File: config.mk
export PLATFORM = sky130hd
export DESIGN_NAME = vga_timing_gen_flat
export DESIGN_NICKNAME = d
export VERILOG_FILES = /design/src/rtl/vga_timing_gen_if.sv /design/src/rtl/vga_timing_gen.sv /design/src/flat_wrapper.sv
export SDC_FILE = /design/constraint.sdc
export NUM_CORES = 1
export LEC_CHECK = 0
export CAP_MARGIN = 20
export CORE_UTILIZATION = 49
export CTS_CLUSTER_DIAMETER = 30
export DETAILED_ROUTE_END_ITERATION = 8
export GPL_ROUTABILITY_DRIVEN = 0
export MAX_ROUTING_LAYER = met4
export PLACE_DENSITY = 0.78
export SLEW_MARGIN = 20
export SYNTH_ARGS = -nofsm -noshare
export SYNTH_HDL_FRONTEND = slang
export SYNTH_SLANG_ARGS = --single-unit
File: constraint.sdc
create_clock -name clk -period 2.2 [get_ports clk]
set_input_delay 0.22 -clock clk [delete_from_list [all_inputs] [get_ports clk]]
set_output_delay 0.22 -clock clk [all_outputs]
set_load 0.005 [all_outputs]
File: src/rtl/vga_timing_gen_if.sv
// Pixel-side and VGA-pin signal bundle for vga_timing_gen.
// master: the timing generator. slave: the renderer/board side.
interface vga_timing_gen_if;
  logic [2:0]  PIXEL;
  logic [10:0] PIXEL_H;
  logic [10:0] PIXEL_V;
  logic        VGA_HS;
  logic        VGA_VS;
  logic        VGA_R;
  logic        VGA_G;
  logic        VGA_B;
  logic        VISIBLE;
  logic        FRAME_START;

  modport master (
    input  PIXEL,
    output PIXEL_H, PIXEL_V,
    output VGA_HS, VGA_VS,
    output VGA_R, VGA_G, VGA_B,
    output VISIBLE, FRAME_START
  );

  modport slave (
    output PIXEL,
    input  PIXEL_H, PIXEL_V,
    input  VGA_HS, VGA_VS,
    input  VGA_R, VGA_G, VGA_B,
    input  VISIBLE, FRAME_START
  );
endinterface

File: src/rtl/vga_timing_gen.sv
// VGA raster timing generator. Drives pixel coordinates to a renderer and
// takes its colour back after PIXEL_LATENCY clocks. Blanking and syncs are
// delayed by the same amount so that everything reaches the pins together.
module vga_timing_gen #(
  parameter int unsigned H_VISIBLE     = 800,
  parameter int unsigned H_FRONT       = 56,
  parameter int unsigned H_SYNC        = 120,
  parameter int unsigned H_BACK        = 64,
  parameter int unsigned V_VISIBLE     = 600,
  parameter int unsigned V_FRONT       = 37,
  parameter int unsigned V_SYNC        = 6,
  parameter int unsigned V_BACK        = 23,
  parameter logic        HS_POL        = 1'b1,
  parameter logic        VS_POL        = 1'b1,
  parameter int unsigned PIXEL_LATENCY = 1
) (
  input  logic             clk,
  input  logic             reset,
  vga_timing_gen_if.master vga
);

  localparam int unsigned H_TOTAL = H_VISIBLE + H_FRONT + H_SYNC + H_BACK;
  localparam int unsigned V_TOTAL = V_VISIBLE + V_FRONT + V_SYNC + V_BACK;

  // Decode limits are kept 12 bits wide so a total of exactly 2048 still
  // compares correctly against the 11-bit counters.
  localparam logic [11:0] H_LAST   = 12'(H_TOTAL - 1);
  localparam logic [11:0] V_LAST   = 12'(V_TOTAL - 1);
  localparam logic [11:0] H_VIS    = 12'(H_VISIBLE);
  localparam logic [11:0] V_VIS    = 12'(V_VISIBLE);
  localparam logic [11:0] H_HS_ON  = 12'(H_VISIBLE + H_FRONT);
  localparam logic [11:0] H_HS_OFF = 12'(H_VISIBLE + H_FRONT + H_SYNC);
  localparam logic [11:0] V_VS_ON  = 12'(V_VISIBLE + V_FRONT);
  localparam logic [11:0] V_VS_OFF = 12'(V_VISIBLE + V_FRONT + V_SYNC);

  if (H_TOTAL > 2048) begin : g_h_total_check
    $error("vga_timing_gen: H_TOTAL exceeds 2048");
  end
  if (V_TOTAL > 2048) begin : g_v_total_check
    $error("vga_timing_gen: V_TOTAL exceeds 2048");
  end
  if (PIXEL_LATENCY > 7) begin : g_latency_check
    $error("vga_timing_gen: PIXEL_LATENCY must be 0..7");
  end

  typedef struct packed {
    logic active;
    logic hs;
    logic vs;
  } ctl_t;

  logic [10:0] h_cnt;
  logic [10:0] v_cnt;
  logic [11:0] h_ext;
  logic [11:0] v_ext;
  logic        h_last;
  logic        v_last;
  ctl_t        ctl_raw;
  ctl_t        ctl_dly;

  logic        hs_q;
  logic        vs_q;
  logic        vis_q;
  logic [2:0]  rgb_q;

  assign h_ext  = {1'b0, h_cnt};
  assign v_ext  = {1'b0, v_cnt};
  assign h_last = (h_ext == H_LAST);
  assign v_last = (v_ext == V_LAST);

  // Raster counters: horizontal every clock, vertical on each line wrap.
  always_ff @(posedge clk) begin
    if (reset) begin
      h_cnt <= '0;
      v_cnt <= '0;
    end else if (h_last) begin
      h_cnt <= '0;
      v_cnt <= v_last ? '0 : v_cnt + 11'd1;
    end else begin
      h_cnt <= h_cnt + 11'd1;
    end
  end

  // Undelayed active/sync decode; vs only moves with v_cnt, i.e. at h_cnt=0.
  always_comb begin
    ctl_raw        = '0;
    ctl_raw.active = (h_ext < H_VIS) && (v_ext < V_VIS);
    ctl_raw.hs     = (h_ext >= H_HS_ON) && (h_ext < H_HS_OFF);
    ctl_raw.vs     = (v_ext >= V_VS_ON) && (v_ext < V_VS_OFF);
  end

  if (PIXEL_LATENCY == 0) begin : g_no_delay
    assign ctl_dly = ctl_raw;
  end else begin : g_delay
    ctl_t pipe [PIXEL_LATENCY];

    // Match the renderer latency; cleared on reset so an aborted sync
    // pulse cannot leak out after release.
    always_ff @(posedge clk) begin
      if (reset) begin
        pipe <= '{default: '0};
      end else begin
        pipe[0] <= ctl_raw;
        for (int unsigned i = 1; i < PIXEL_LATENCY; i++) begin
          pipe[i] <= pipe[i-1];
        end
      end
    end

    assign ctl_dly = pipe[PIXEL_LATENCY-1];
  end

  // Output register: polarity-adjusted syncs and blanked colour.
  always_ff @(posedge clk) begin
    if (reset) begin
      hs_q  <= ~HS_POL;
      vs_q  <= ~VS_POL;
      vis_q <= 1'b0;
      rgb_q <= '0;
    end else begin
      hs_q  <= ctl_dly.hs ? HS_POL : ~HS_POL;
      vs_q  <= ctl_dly.vs ? VS_POL : ~VS_POL;
      vis_q <= ctl_dly.active;
      rgb_q <= ctl_dly.active ? vga.PIXEL : 3'b000;
    end
  end

  assign vga.PIXEL_H     = h_cnt;
  assign vga.PIXEL_V     = v_cnt;
  assign vga.VGA_HS      = hs_q;
  assign vga.VGA_VS      = vs_q;
  assign vga.VISIBLE     = vis_q;
  assign vga.VGA_R       = rgb_q[2];
  assign vga.VGA_G       = rgb_q[1];
  assign vga.VGA_B       = rgb_q[0];
  assign vga.FRAME_START = (h_cnt == '0) && (v_cnt == '0) && !reset;

endmodule

File: src/flat_wrapper.sv
// flat-port wrapper written by rule: the top's interface ports become plain ports
module vga_timing_gen_flat 
#(
  parameter int unsigned H_VISIBLE     = 800,
  parameter int unsigned H_FRONT       = 56,
  parameter int unsigned H_SYNC        = 120,
  parameter int unsigned H_BACK        = 64,
  parameter int unsigned V_VISIBLE     = 600,
  parameter int unsigned V_FRONT       = 37,
  parameter int unsigned V_SYNC        = 6,
  parameter int unsigned V_BACK        = 23,
  parameter logic        HS_POL        = 1'b1,
  parameter logic        VS_POL        = 1'b1,
  parameter int unsigned PIXEL_LATENCY = 1
)
  (clk, reset, vga_PIXEL, vga_PIXEL_H, vga_PIXEL_V, vga_VGA_HS, vga_VGA_VS, vga_VGA_R, vga_VGA_G, vga_VGA_B, vga_VISIBLE, vga_FRAME_START);
  vga_timing_gen_if vga_i ();
  input  logic clk;
  input  logic reset;
  input wire logic [$bits(vga_i.PIXEL)-1:0] vga_PIXEL;
  output wire logic [$bits(vga_i.PIXEL_H)-1:0] vga_PIXEL_H;
  output wire logic [$bits(vga_i.PIXEL_V)-1:0] vga_PIXEL_V;
  output wire logic [$bits(vga_i.VGA_HS)-1:0] vga_VGA_HS;
  output wire logic [$bits(vga_i.VGA_VS)-1:0] vga_VGA_VS;
  output wire logic [$bits(vga_i.VGA_R)-1:0] vga_VGA_R;
  output wire logic [$bits(vga_i.VGA_G)-1:0] vga_VGA_G;
  output wire logic [$bits(vga_i.VGA_B)-1:0] vga_VGA_B;
  output wire logic [$bits(vga_i.VISIBLE)-1:0] vga_VISIBLE;
  output wire logic [$bits(vga_i.FRAME_START)-1:0] vga_FRAME_START;
  assign vga_i.PIXEL = vga_PIXEL;
  assign vga_PIXEL_H = vga_i.PIXEL_H;
  assign vga_PIXEL_V = vga_i.PIXEL_V;
  assign vga_VGA_HS = vga_i.VGA_HS;
  assign vga_VGA_VS = vga_i.VGA_VS;
  assign vga_VGA_R = vga_i.VGA_R;
  assign vga_VGA_G = vga_i.VGA_G;
  assign vga_VGA_B = vga_i.VGA_B;
  assign vga_VISIBLE = vga_i.VISIBLE;
  assign vga_FRAME_START = vga_i.FRAME_START;
  vga_timing_gen #(.H_VISIBLE(H_VISIBLE), .H_FRONT(H_FRONT), .H_SYNC(H_SYNC), .H_BACK(H_BACK), .V_VISIBLE(V_VISIBLE), .V_FRONT(V_FRONT), .V_SYNC(V_SYNC), .V_BACK(V_BACK), .HS_POL(HS_POL), .VS_POL(VS_POL), .PIXEL_LATENCY(PIXEL_LATENCY)) u_core (.clk(clk), .reset(reset), .vga(vga_i));
endmodule
# After elaboration in Yosys (flattened, before gate mapping)
# Cells that the tools add are included.
# word_totals
output_inout_bits,29
regBits,31
wordCells,33
inputBits,5
# op_classes
magnitude_cmp,6
n_bitwise,1
muxes,3
n_eq_ne,2
n_reduce_logical,10
addsub,2
# ops
op,count
$lt A11 B10 Y1 const B,4
$add A11 B1 Y11 const B,2
$ge A11 B10 Y1 const B,2
$logic_not A11 Y1,2
$eq A11 B10 Y1 const B,1
$eq A11 B11 Y1 const B,1
$mux W11,1
$logic_and A1 B1 Y1,5
$reduce_or A2 Y1,2
$mux W1,2
$logic_not A1 Y1,1
$not A1 Y1,1

# Depth between registers and ports, before layout
# Gate-level depths: netlist of run 1.
# depth
ltp_word,3
ltp_mapped,6
depth_no_buf,5

# Least setup slack after synthesis of run 1
# No wires, ideal clock.
# synth_path
kind,reg-to-reg
startpoint,reg u_core.h_cnt[0] (netlist: u_core.vga.PIXEL_H[0])
endpoint,reg u_core.v_cnt[8] (netlist: u_core.vga.PIXEL_V[8])
arrival_time_ps,1686
setup_time_ps,67
path_slack_ps,447
t_required_ps,2133
synth_period_minus_slack_ps,1753
path_stages_with_launch,6
path_cell_list,dfxtp_1 ha_1 and4_2 nand3_4 or4_4 a21oi_2
# synth_between
elab_chain_len,1
# synth_lines
item,line,source
"start, declared",vga_timing_gen.sv:52,logic [10:0] h_cnt;
"start signal, assigned",vga_timing_gen.sv:80,h_cnt <= h_cnt + 11'd1;
$eq A11 B11 Y1,vga_timing_gen.sv:68,assign h_last = (h_ext == H_LAST);
"end signal, assigned",vga_timing_gen.sv:78,v_cnt <= v_last ? '0 : v_cnt + 11'd1;
"end, declared",vga_timing_gen.sv:53,logic [10:0] v_cnt;
# Every way passes these cells.
# A chain may end at the register's enable or synchronous reset.

# Final worst setup path of run 1
# layout_path
startpoint,reg u_core.v_cnt[1] (netlist: u_core.vga.PIXEL_V[1])
endpoint,out vga_FRAME_START
# layout_between
elab_chain_len,3
# layout_lines
item,line,source
$logic_not A11 Y1,vga_timing_gen.sv:136,assign vga.FRAME_START = (h_cnt == '0) && (v_cnt == '0) && !reset;
$logic_and A1 B1 Y1 (2 in series),vga_timing_gen.sv:136,
"end, declared",flat_wrapper.sv:29,output wire logic [$bits(vga_i.FRAME_START)-1:0] vga_FRAME_START;
# Every way passes these cells.

==> results of run 1 <==
[flip-flops by register name (all words and copies together) (netlist names)]
name / flops
u_core.vga.PIXEL_H: 11
u_core.vga.PIXEL_V: 11
u_core.ctl_dly: 3
u_core.rgb_q: 3
u_core.vga.VGA_HS: 1
u_core.vga.VGA_VS: 1
u_core.vga.VISIBLE: 1
[metal layers]
layer | vias to the layer above | wire length [µm] | global-route usage (%)
met5 | - | 0 | -
met4 | 0 | 60 | 12.2
met3 | 6 | 215 | 7.14
met2 | 47 | 1710 | 36.7
met1 | 652 | 1500 | 27.1
li1 | 682 | - | -
[per-stage QoR]
stage / area (µm²) / hold slack (ps) / instances / total power, mW
floorplan: 1520 / 342 / 172 / 0.617
global placement: 1850 / 420 / 229 / 0.649
detailed placement: 1850 / 436 / 229 / 0.651
CTS: 1940 / 442 / 237 / 1.12
global route: 1980 / 463 / 238 / 1.15
finish: 1980 / 447 / 238 / 1.11
[cell usage after synthesis (all sizes together), types with 3 or more instances]
cell type / count
o21ai: 7
and2: 4
nand3: 12
nor2b: 3
buf: 4
xnor2: 9
and3: 3
ha: 5
or3: 5
nor3: 8
clkbuf: 4
xor2: 4
a21oi: 10
inv: 5
dfxtp: 31
nand4: 7
nor2: 21
nand2: 7
[worst reg2reg max path, cell delays in order, from the launching register on]
cell and delay, ps:
dfxtp_1 560, nor4bb_1 460, nand4_1 210, o21bai_2 420
nor2_1 110
[power by group]
| part | leakage [nW] | switching, mW | internal [mW] |
|---|---|---|---|
| Sequential | 0.252 | 0.00863 | 0.570 |
| Clock | 0.0482 | 0.202 | 0.268 |
| Combinational | 0.404 | 0.0254 | 0.0384 |
[timing repair]
item	CTS	global route
resized for setup	0	6
setup endpoints to repair	0	1
buffers inserted	0	1
[cell families (layout without fill, tap and decap cells)]
| family | after synthesis | after routing | share of synthesized area [%] |
|---|---|---|---|
| AND/OR/NAND/NOR | 85 | 85 | 33.1 |
| flip-flops | 31 | 31 | 40.7 |
| AO/OA/AOI/OAI | 25 | 25 | 10.3 |
| XOR/XNOR | 13 | 13 | 7.47 |
| buffers and inverters | 13 | 48 | 4.27 |
| adder cells (fa/ha/maj) | 5 | 5 | 4.11 |
[cell type report]
class	instances	area share, %
multi-input combinational	128	43.7
sequential	31	31.5
tap	31	1.96
clock buffer	6	2.59
inverter	5	0.949
timing repair buffer	35	17.5
clock inverter	2	1.77
[worst max-delay path by stage]
stage,cells past startpoint,slack [ps],to,start
6_report,6,70,vga_FRAME_START,u_core.vga.PIXEL_V[1]$_SDFFE_PP0N_
5_1_grt,6,10,vga_FRAME_START,u_core.vga.PIXEL_V[1]$_SDFFE_PP0N_
4_1_cts,6,10,vga_FRAME_START,u_core.vga.PIXEL_V[0]$_SDFFE_PP0N_
3_5_place_dp,5,340,u_core.vga.PIXEL_V[8]$_SDFFE_PP0N_,u_core.vga.PIXEL_H[0]$_SDFF_PP0_
3_3_place_gp,5,410,u_core.vga.PIXEL_V[8]$_SDFFE_PP0N_,u_core.vga.PIXEL_H[0]$_SDFF_PP0_
2_1_floorplan,5,450,u_core.vga.PIXEL_V[8]$_SDFFE_PP0N_,u_core.vga.PIXEL_H[0]$_SDFF_PP0_
==> metrics.cfg, run 1 <==
[status]
status=finished with violations
violations=DRC

[synth]
synth.distinct_cells=42
syn-num-nets=182
post-synth-top-area-cell=dfxtp_1
synth_top_area_share_pct=40.7
ys_top_cells_by_area=dfxtp_1, nor2_1, xnor2_1, ha_1, nand3_1
async_flop_share_pct=0
ys.warnings.count=0
avgSynthCellArea_um2=8.86
synth_edf_count=0
yosysSeqAreaShare_pct=40.7
synth_ff_type=dfxtp_1
synth_seq_cells=31
synth_area_mm2=0.00152
syn_inst=172

[sta]
setup_tns_ps=0
fin_ws_ps=73.5
setup_viol=0
worst_clock_skew_ps=4.64
max_freq_mhz=470
rsz0062_at_grt=no
fin_crit_sh_pct=96.7
finalHoldViolations=0
min_period_ps=2130
max_slew_margin_pct=69.1
tightest_slew_ps=463
slew_violations=0

[finish]
finalNetCount=216
final_util_pct=69.3
multi_input_area_um2=865
diodes=0
area_growth_pct=29.7
seq_area_um2=623
mostFrequentLayoutCells=clkdlybuf4s50_1, dfxtp_1, nor2_1
n_fill_cell=255
drive_gt1_share_pct=11.1
layout_commonest_cell=clkdlybuf4s50_1

[route]
drc=3
wire_per_inst_um=14.7
drt_iter0_markers=40
dr_total_vias=1387
finalWirelength_um=3490
dr.pass1.iters=6
vias_per_cell=5.83
drt.antenna.violating_nets=0

[critical_path]
arrival_ps=1910
cp_cell_sequence=inv_1 -> ha_1 -> nor4b_2 -> nand3_1 -> nor2_1 -> clkdlybuf4s50_1
endpoint_kind=output pin
crit_buf_inv=2
reg2regPathDepth=4
start_kind=register
critical-path-top-delay-family=buffers and inverters
max_stage_delay_ps=510
slowest_stage=clkdlybuf4s50_1
timing.reg2reg.setup_slack_ps=330
r2r-end=u_core.vga.PIXEL_V[2]$_SDFFE_PP0N_
required_ps=1980
worstReg2RegStart=u_core.vga.PIXEL_V[9]$_SDFFE_PP0N_
crit_fanout=6
crit_type=register to output pin

[worst_hold_path]
hold_class=primary input to register
min_to=u_core.rgb_q[2]$_SDFF_PP0_
hold_depth=2
hold_start=vga_PIXEL[2]

[floorplan]
top_level_ports=34
die_x_um=57.8
initial_core_util_pct=53.4
dieArea_mm2=0.00334
die_h_um=57.8
core_area_mm2=0.00285
fp-row-count=19

[global_routing]
grt_max_degree=11
grt_pass1_vias=1316
grt_pass1_wl_um=5720
grt.total_usage_pct=23.4
grt_overflow=0
antenna_found_initial=0

[clock_tree]
cts_hold_buf=0
clk_path_buf_depth=2
h-tree-depth=2
clk_latency_ps=340
cts.sinks=31
cts_buffers=5
cts_tree=built
cts-root-buf=clkbuf_4
clk_pin_slew_worst_paths_ps=100

[place]
port_buffers=33
post-place-ws_ps=342
hpwl_um=2440

[pwr]
p_leak_nw=0.704
max-vdd-ir-drop_v=0.000384
powerDensity_mw_per_mm2=563

[job]
cap_viol_max_count=0

No activity file was read; power rests on OpenSTA's default activity.
==> run 2, diff against run 1 <==
GPL_ROUTABILITY_DRIVEN = unset   (was 0)
==> metrics.cfg, run 2 (synthesis results as in run 1) <==
[status]
violations=DRC
status=finished with violations

[critical_path]
critPathLaunch=u_core.vga.PIXEL_V[1]$_SDFFE_PP0N_
start_kind=register
worstReg2RegStart=u_core.vga.PIXEL_H[0]$_SDFF_PP0_
crit_type=register to output pin
crit_fanout=6  ; unchanged
required_ps=1980  ; about the same
arrival_ps=1900  ; about the same
endpoint_kind=output pin

[sta]
finalHoldViolations=0  ; unchanged
setup_viol=0  ; unchanged
slew_violations=0  ; unchanged
whs_ps=451  ; +3.85 ps
max_freq_mhz=471  ; +0.23%
fin_crit_sh_pct=96.4  ; -0.22 points
min_period_ps=2120  ; -4.87 ps
tightest_slew_ps=449  ; -13.8 ps
rsz0062_at_grt=no
max_slew_margin_pct=70.0  ; +0.92 points
worst_clock_skew_ps=9.10  ; +4.46 ps
setup_tns_ps=0  ; unchanged

[place]
hpwl_um=2480  ; +1.9%
gp_congestion=0.978
port_buffers=33  ; unchanged

[clock_tree]
postCtsSetupRepairBufs=0  ; unchanged
clk_path_buf_depth=2  ; unchanged
cts_buffers=5  ; unchanged
cts_tree=built
post_cts_resized=0  ; unchanged
cts_hold_buf=0  ; unchanged
cts.sinks=31  ; unchanged
cts-root-buf=clkbuf_4
clk_pin_slew_worst_paths_ps=100  ; about the same
clk_latency_ps=330  ; about the same
h-tree-depth=2  ; unchanged

[pwr]
powerDensity_mw_per_mm2=529  ; -5.9%
max-vdd-ir-drop_v=0.000393  ; +2.4%
p_leak_nw=0.681  ; -3.3%
post-layout-total-power_mw=1.03  ; -7.7%

[finish]
drive_gt1_share_pct=9.71  ; -1.4 points
n_fill_cell=234  ; -8.2%
area_growth_pct=27.3
finalNetCount=215  ; -0.46%
mostFrequentLayoutCells=clkdlybuf4s50_1, dfxtp_1, nor2_1
layout_commonest_cell=clkdlybuf4s50_1
diodes=0  ; unchanged

[route]
dr.pass1.iters=8  ; +2
highest_layer=met4
finalWirelength_um=3390  ; -3.0%
drc=2  ; -1
vias_per_cell=5.87  ; +0.78%
wl_met1_um=1550  ; +3.5%
drt.antenna.violating_nets=0  ; unchanged
dr_total_vias=1392  ; +0.36%
wire_per_inst_um=14.3  ; -2.6%
drt_iter0_markers=38  ; -5.0%
dr_wl_met2_um=1610  ; -6.0%
dr_wl_met3_um=179  ; -17%

[floorplan]
dieArea_mm2=0.00334  ; unchanged
fp-row-count=19  ; unchanged
die_h_um=57.8  ; unchanged
initial_core_util_pct=53.4  ; unchanged
core_area_mm2=0.00285  ; unchanged
top_level_ports=34  ; unchanged
die_x_um=57.8  ; unchanged

[worst_hold_path]
hold_start=vga_PIXEL[2]
hold_class=primary input to register

[global_routing]
grt.total_usage_pct=22.1  ; -1.4 points
antenna_found_initial=0  ; unchanged
grt_overflow=0  ; unchanged
grt_pass1_vias=1261  ; -4.2%
grt_pass1_wl_um=5470  ; -4.4%
grt_max_degree=11  ; unchanged

[job]
cap_viol_max_count=0  ; unchanged

[run 2: worst paths after layout]
path / to / slack, ps / cells past startpoint
max: vga_FRAME_START / 80 / 6
min: u_core.rgb_q[2]$_SDFF_PP0_ / 450 / 2
max reg2reg: u_core.vga.PIXEL_V[8]$_SDFFE_PP0N_ / 310 / 5
min reg2reg: u_core.vga.VGA_VS$_SDFF_PP0_ / 460 / 1
[run 2: layout make-up]
class	instances	area, µm²	area share, %
Sequential cell	31	622	32.0
Clock buffer	7	65.1	3.35
Tap cell	31	38.8	2.00
Clock inverter	1	7.51	0.387
Inverter	5	18.8	0.967
Multi-Input combinational cell	128	851	43.8
Timing Repair Buffer	34	338	17.4
[run 2: per-layer routing]
layer	up-vias	track usage [%]
met1	670	26.2
met4	0	9.18
met2	37	34.6
met5	-	-
li1	680	-
met3	5	7.14
[run 2: critical path: stages (launching register included)]
cell and delay, ps:
dfxtp_1 370, inv_1 120, ha_1 150, nor4b_2 180
nand3_1 100, nor2_1 140, clkdlybuf4s50_1 510
[run 2: report_power, final]
part	leakage, nW	switching (mW)	internal [mW]
Clock	0.0375	0.202	0.187
Combinational	0.391	0.0252	0.0360
Sequential	0.252	0.00822	0.570
[run 2: metrics by stage]
stage | area, µm² | utilization (%) | setup WS (ps) | std cells
after CTS | 1930 | 67.5 | 17.1 | 237
after global placement | 1850 | 65.0 | 406 | 229
after floorplan | 1520 | - | 447 | 172
final | 1940 | 68.0 | 78.4 | 237
after global routing | 1940 | 68.0 | 5.22 | 237
after detailed placement | 1850 | 65.0 | 340 | 229
==> run 3, diff against run 2 <==
ABC_CLOCK_PERIOD_IN_PS = 2200   (was unset)
==> results of run 3 <==
Final layout, timing and power as in run 2 (identical DEF).
